### src/rtl/isa_pkg.sv
// Shared ISA definitions for the instruction store and the core it feeds.
// The 8-bit instruction packs {op, rs, rt, rd/imm}, with two bits per field.
package isa_pkg;
    localparam int              INSN_W   = 8;
    localparam logic [INSN_W-1:0] NOP_INSN = 8'h00;

    localparam logic [1:0] OP_ADD = 2'd0;
    localparam logic [1:0] OP_LW  = 2'd1;
    localparam logic [1:0] OP_SW  = 2'd2;
    localparam logic [1:0] OP_BEQ = 2'd3;

    typedef enum logic [1:0] {ST_FILL, ST_RUN, ST_LOAD} ld_state_e;

    function automatic logic [1:0] insn_op(input logic [INSN_W-1:0] insn);
        return insn[7:6];
    endfunction
    function automatic logic [1:0] insn_rs(input logic [INSN_W-1:0] insn);
        return insn[5:4];
    endfunction
    function automatic logic [1:0] insn_rt(input logic [INSN_W-1:0] insn);
        return insn[3:2];
    endfunction
    function automatic logic [1:0] insn_rd(input logic [INSN_W-1:0] insn);
        return insn[1:0];
    endfunction
endpackage

### src/rtl/prog_mem_array.sv
// Program store: one synchronous write port and one combinational read port.
// The array has no reset; the loader clears it by sweeping NOPs through it.
module prog_mem_array #(
    parameter int ADDR_W = 8,
    parameter int INSN_W = 8
) (
    input  logic              i_clk,
    input  logic              i_we,
    input  logic [ADDR_W-1:0] i_waddr,
    input  logic [INSN_W-1:0] i_wdata,
    input  logic [ADDR_W-1:0] i_raddr,
    output logic [INSN_W-1:0] o_rdata
);
    localparam int DEPTH = 2 ** ADDR_W;

    logic [INSN_W-1:0] r_mem [DEPTH];

    always_ff @(posedge i_clk) begin
        if (i_we) r_mem[i_waddr] <= i_wdata;
    end

    assign o_rdata = r_mem[i_raddr];
endmodule

### src/rtl/program_loader_rom.sv
// Runtime-loadable instruction store feeding the core. The core is held off
// while the store is being cleared or loaded, so it only ever fetches a whole program.
module program_loader_rom #(
    parameter int                ADDR_W   = 8,
    parameter int                INSN_W   = isa_pkg::INSN_W,
    parameter logic [INSN_W-1:0] NOP_INSN = isa_pkg::NOP_INSN
) (
    input  logic              origclk,
    input  logic              reset_n,
    input  logic              load_start,
    input  logic              load_valid,
    input  logic [INSN_W-1:0] load_data,
    input  logic              load_last,
    output logic              load_ready,
    output logic              load_done,
    output logic [ADDR_W:0]   load_count,
    output logic              cpu_hold,
    input  logic [ADDR_W-1:0] pc,
    output logic [INSN_W-1:0] instruction
);
    import isa_pkg::*;

    localparam logic [ADDR_W-1:0] LAST_ADDR = '1;

    ld_state_e         r_state, w_state_nxt;
    logic [ADDR_W-1:0] r_wr_ptr, w_wr_ptr_nxt;
    logic [ADDR_W:0]   r_load_count, w_load_count_nxt;
    logic              r_load_done, w_load_done_nxt;
    logic              r_after_load, w_after_load_nxt;
    logic              w_we;
    logic [INSN_W-1:0] w_wdata;
    logic [INSN_W-1:0] w_rdata;
    logic              w_beat;

    assign w_beat = load_valid & load_ready;

    always_ff @(posedge origclk or negedge reset_n) begin
        if (!reset_n) begin
            r_state      <= ST_FILL;
            r_wr_ptr     <= '0;
            r_load_count <= '0;
            r_load_done  <= 1'b0;
            r_after_load <= 1'b0;
        end else begin
            r_state      <= w_state_nxt;
            r_wr_ptr     <= w_wr_ptr_nxt;
            r_load_count <= w_load_count_nxt;
            r_load_done  <= w_load_done_nxt;
            r_after_load <= w_after_load_nxt;
        end
    end

    always_comb begin
        w_state_nxt      = r_state;
        w_wr_ptr_nxt     = r_wr_ptr;
        w_load_count_nxt = r_load_count;
        w_after_load_nxt = r_after_load;
        w_we             = 1'b0;
        w_wdata          = NOP_INSN;
        cpu_hold         = 1'b1;
        load_ready       = 1'b0;
        case (r_state)
            ST_FILL: begin
                w_we         = 1'b1;
                w_wr_ptr_nxt = r_wr_ptr + 1'b1;
                if (r_wr_ptr == LAST_ADDR) w_state_nxt = ST_RUN;
            end
            ST_RUN: begin
                cpu_hold         = 1'b0;
                w_after_load_nxt = 1'b0;
                if (load_start) begin
                    w_state_nxt      = ST_LOAD;
                    w_wr_ptr_nxt     = '0;
                    w_load_count_nxt = '0;
                end
            end
            ST_LOAD: begin
                load_ready = 1'b1;
                if (w_beat) begin
                    w_we             = 1'b1;
                    w_wdata          = load_data;
                    w_load_count_nxt = r_load_count + 1'b1;
                    w_wr_ptr_nxt     = r_wr_ptr + 1'b1;
                    // A full store ends the load regardless of load_last.
                    if (r_wr_ptr == LAST_ADDR) begin
                        w_state_nxt = ST_RUN;
                    end else if (load_last) begin
                        w_state_nxt      = ST_FILL;
                        w_after_load_nxt = 1'b1;
                    end
                end
            end
            default: w_state_nxt = ST_FILL;
        endcase
    end

    // Pulse only on entry to RUN following a load, never after the reset-time clear.
    assign w_load_done_nxt = (w_state_nxt == ST_RUN) &&
                             ((r_state == ST_LOAD) || (r_state == ST_FILL && r_after_load));

    prog_mem_array #(
        .ADDR_W (ADDR_W),
        .INSN_W (INSN_W)
    ) u_mem (
        .i_clk   (origclk),
        .i_we    (w_we),
        .i_waddr (r_wr_ptr),
        .i_wdata (w_wdata),
        .i_raddr (pc),
        .o_rdata (w_rdata)
    );

    assign instruction = (r_state == ST_RUN) ? w_rdata : NOP_INSN;
    assign load_done   = r_load_done;
    assign load_count  = r_load_count;
endmodule
### config.mk
export PLATFORM = sky130hd
export DESIGN_NAME = program_loader_rom
export DESIGN_NICKNAME = d
export VERILOG_FILES = /design/src/rtl/isa_pkg.sv /design/src/rtl/prog_mem_array.sv /design/src/rtl/program_loader_rom.sv
export SDC_FILE = /design/constraint.sdc
export NUM_CORES = 2
export LEC_CHECK = 0
export CORE_MARGIN = 4
export CORE_UTILIZATION = 55
export CTS_CLUSTER_DIAMETER = 120
export CTS_CLUSTER_SIZE = 8
export DETAILED_ROUTE_END_ITERATION = 12
export MAX_ROUTING_LAYER = met4
export PLACE_DENSITY = 0.71
export SETUP_SLACK_MARGIN = 0.02
export SLEW_MARGIN = 20
export SYNTH_ARGS = -nofsm -noshare
export SYNTH_HDL_FRONTEND = slang
export SYNTH_SLANG_ARGS = --single-unit
### constraint.sdc
create_clock -name origclk -period 9.35 [get_ports origclk]
set_input_delay 1.4025 -clock origclk [delete_from_list [all_inputs] [get_ports origclk]]
set_output_delay 1.4025 -clock origclk [all_outputs]
set_load 0.02 [all_outputs]
==> metrics <==
initial core utilization between 50% and 60%; gpl congestion 0.9411; final net count about 4300; area of the mapped netlist 81570 um2; number of top-level pins about 40; FF-to-FF path depth 4; most frequent CP cell sky130_fd_sc_hd__clkdlybuf4s50_1; Pre-Repair DR Iteration Count 8; vertical die dimension 393.1 um; filler cell count 9923; final hold slack about 470 ps; Synth async-reset ratio just over 1%; required time of the critical path ~8000 ps; core area roughly 150000 um2; antenna violation net count after detailed routing 0; number of gates given a new drive strength after cts 0; Setup Fix Bufs, Post-CTS 0; actual transition at the worst max-transition pin approximately 1200 ps; floorplan die width slightly below 400 um; IO Port Bufs 40; clock tree from TritonCTS yes; cell family with the largest share of critical-path delay simple AND/OR/NAND/NOR gates; setup repair after global routing missed its margin no; Routed wire per std cell 34.35 um; endpoint class of the critical path output pin; final global-route overflow total 0; worst min path class in2async; top-count cell post-synth sky130_fd_sc_hd__edfxtp_1; static leakage power about 27 nW; Synth top cells by count 2048 x sky130_fd_sc_hd__edfxtp_1, 357 x sky130_fd_sc_hd__mux4_2, 326 x sky130_fd_sc_hd__nor2_1, 253 x sky130_fd_sc_hd__mux2i_1, 105 x sky130_fd_sc_hd__clkbuf_1; sequential-to-total area share from yosys stat about 76%; top cells by area in the synthesized netlist sky130_fd_sc_hd__edfxtp_1 75%, sky130_fd_sc_hd__mux4_2 9.9%, sky130_fd_sc_hd__mux2i_1 3.1%, sky130_fd_sc_hd__nor2_1 1.5%, sky130_fd_sc_hd__mux4_1 1.0%; Syn Inst Count approximately 4100; detailed placement HPWL about 130000 um; max-capacitance violation count 0; syn_area_per_cell ~20 um2; result of the run complete, no violations; Final Max Tran Viols 0; total number of placement rows 141; buffer depth of the longest clock path 4; via count of the first global-routing pass ~43000; sum of buffers and inverters on the critical path 2; detailed-route wire length roughly 210000 um; number of buffers created by CTS 308; setup total negative slack 0 ps; first-pass GRT wire length slightly above 300000 um; crit path cell chain clkdlybuf4s50_1, nand3b_1, nor3_1, or4b_1, nor4b_1, nand4_1, o32ai_1, clkdlybuf4s50_1; Startpoint Class input port; Iter 0 DRT Violations 6154; final hold vios 0; Reg2Reg Setup Slack 5490 ps; number of enable flip-flop cells after synthesis approximately 2000; number of H-tree levels 5; arrival time reported for the critical path endpoint roughly 6400 ps; Sink Count 2069; vias ~43000; delay of the slowest critical-path stage ~1100 ps; All-Layer GR Usage ~29%; Critical Path Slowest Stage Cell sky130_fd_sc_hd__nand3b_1; biggest area consumer among synthesized cells sky130_fd_sc_hd__edfxtp_1; number of synthesis warnings 0; Netlist cell types 80; FF-to-FF End u_mem.r_mem[222][5]; relative max-transition margin 17.63%; Seq cells post-synth between 2000 and 2500; clock slew at the register clock pins of the worst setup and hold paths approximately 50 ps; startpoint-to-endpoint class of the critical path in2out; Yosys top cell area share between 70% and 80%; antenna violations before repair 5; fraction of final layout cells with drive strength greater than 1 about a fifth; Setup-failing EPs final 0; clk_lat worst skew roughly 900 ps; skew final roughly 40 ps; logic depth of the worst path, buffers included 8; Post-synth top flop sky130_fd_sc_hd__edfxtp_1; Max Freq around 130 MHz; maximum number of pins on one net before global-route repair 237; # DRC 0; maximum vdd drop 0.0002356 V; syn_nets 4125; synthesis-to-layout area growth 12.46%; worst reg2reg path startpoint r_state[1]; final critical delay including setup and external delays 7807 ps; clock tree root driver cell sky130_fd_sc_hd__clkbuf_16; post-DR vias/cell 6.876; CTS Hold Bufs 0; ratio of final minimum period to clock period a little over four fifths; area of the die ~150000 um2; CP Max Fanout 25; Power Density ~230 nW/um2
worst reg2reg max path: cells and delay by family (launching register included):
kind	cells	cell delay, ps
AO/OA/AOI/OAI	1	290
flip-flops	1	470
AND/OR/NAND/NOR	3	2690
registers in the layout, summed over array words and instances, names as in the netlist:
signal	cells
r_state	2
u_mem.r_mem	2048
load_done	1
r_after_load	1
load_count	9
r_wr_ptr	8
final cells by class:
type | instances | area, um2 | share of cell area [%]
antenna | 4 | 10.01 | 0.01091
clock buffer | 335 | 7936 | 8.652
clock inverter | 9 | 97.59 | 0.1064
inverter | 8 | 32.53 | 0.03546
multi-input combinational | 1768 | 17900 | 19.51
sequential | 2069 | 62020 | 67.62
tap | 1930 | 2415 | 2.633
timing repair buffer | 130 | 1319 | 1.438
logic make-up (layout without fill, tap and decap cells):
family	Yosys count	in the layout	synth area share, %
flip-flops	2069	2069	76.04
AND/OR/NAND/NOR	680	680	3.889
multiplexers	662	662	14.25
AO/OA/AOI/OAI	410	410	3.534
buffers and inverters	262	482	2.091
XOR/XNOR	11	11	0.1181
adder cells (fa/ha/maj)	5	5	0.07670
other	0	4	0
report_power, final:
group	switching [mW]	internal (mW)	total [mW]
Sequential	0.0999	10.4	10.5
Clock	3.63	5.89	9.52
Combinational	1.05	0.390	1.44
Total	4.78	16.6	21.4
placed cells by master (no fill, tap or decap), types with 7 or more instances in the layout:
| cell | count |
|---|---|
| sky130_fd_sc_hd__o221ai_1 | 80 |
| sky130_fd_sc_hd__mux2i_1 | 253 |
| sky130_fd_sc_hd__nor4_1 | 32 |
| sky130_fd_sc_hd__o31ai_1 | 9 |
| sky130_fd_sc_hd__a221oi_1 | 11 |
| sky130_fd_sc_hd__nor2b_1 | 7 |
| sky130_fd_sc_hd__nand2_1 | 95 |
| sky130_fd_sc_hd__nor3_1 | 62 |
| sky130_fd_sc_hd__clkdlybuf4s50_1 | 35 |
| sky130_fd_sc_hd__mux2_2 | 21 |
| sky130_fd_sc_hd__buf_4 | 73 |
| sky130_fd_sc_hd__edfxtp_1 | 2048 |
| sky130_fd_sc_hd__clkbuf_1 | 21 |
| sky130_fd_sc_hd__buf_12 | 14 |
| sky130_fd_sc_hd__o2111ai_1 | 8 |
| sky130_fd_sc_hd__and2_1 | 10 |
| sky130_fd_sc_hd__mux4_2 | 357 |
| sky130_fd_sc_hd__a21oi_1 | 50 |
| sky130_fd_sc_hd__dfrtp_1 | 21 |
| sky130_fd_sc_hd__nand4_1 | 15 |
| sky130_fd_sc_hd__xor2_1 | 11 |
| sky130_fd_sc_hd__and2_4 | 8 |
| sky130_fd_sc_hd__a211oi_1 | 35 |
| sky130_fd_sc_hd__nand3_1 | 39 |
| sky130_fd_sc_hd__or3_1 | 19 |
| sky130_fd_sc_hd__nand3b_1 | 9 |
| sky130_fd_sc_hd__clkbuf_16 | 314 |
| sky130_fd_sc_hd__mux4_1 | 31 |
| sky130_fd_sc_hd__a22oi_1 | 17 |
| sky130_fd_sc_hd__and3_1 | 8 |
| sky130_fd_sc_hd__nor2_1 | 325 |
| sky130_fd_sc_hd__nand2b_1 | 9 |
| sky130_fd_sc_hd__o32ai_1 | 15 |
| sky130_fd_sc_hd__o21ai_0 | 64 |
| sky130_fd_sc_hd__o22ai_1 | 70 |
layer usage:
metal	global-route usage (%)	up-vias	wire length, um
met1	38.96	22310	79480
met3	7.686	576	24540
met2	42.80	2838	100000
met5	-	-	0
met4	12.45	0	10730
li1	-	17270	-
worst max path at each step:
stage                     from                end  slack (ps)
floorplan           load_valid  u_mem.r_mem[0][0]        3340
global placement         pc[6]     instruction[1]        1820
detailed placement       pc[6]     instruction[1]        1690
CTS                      pc[5]     instruction[1]        1680
global route             pc[5]     instruction[1]        1210
finish                   pc[5]     instruction[1]        1540
stage by stage:
stage / utilization [%] / instance area, um2 / power (mW) / instances / setup slack (ps)
floorplan: - / 81570 / 11.41 / 4099 / 3338
global placement: 56.67 / 83570 / 12.02 / 5900 / 1825
detailed placement: 56.69 / 83610 / 12.04 / 5902 / 1694
CTS: 62.14 / 91640 / 21.47 / 6246 / 1675
global route: 62.19 / 91730 / 22.00 / 6252 / 1212
finish: 62.20 / 91730 / 21.43 / 6253 / 1543
Note: power is estimated with default switching activity, not from simulation.
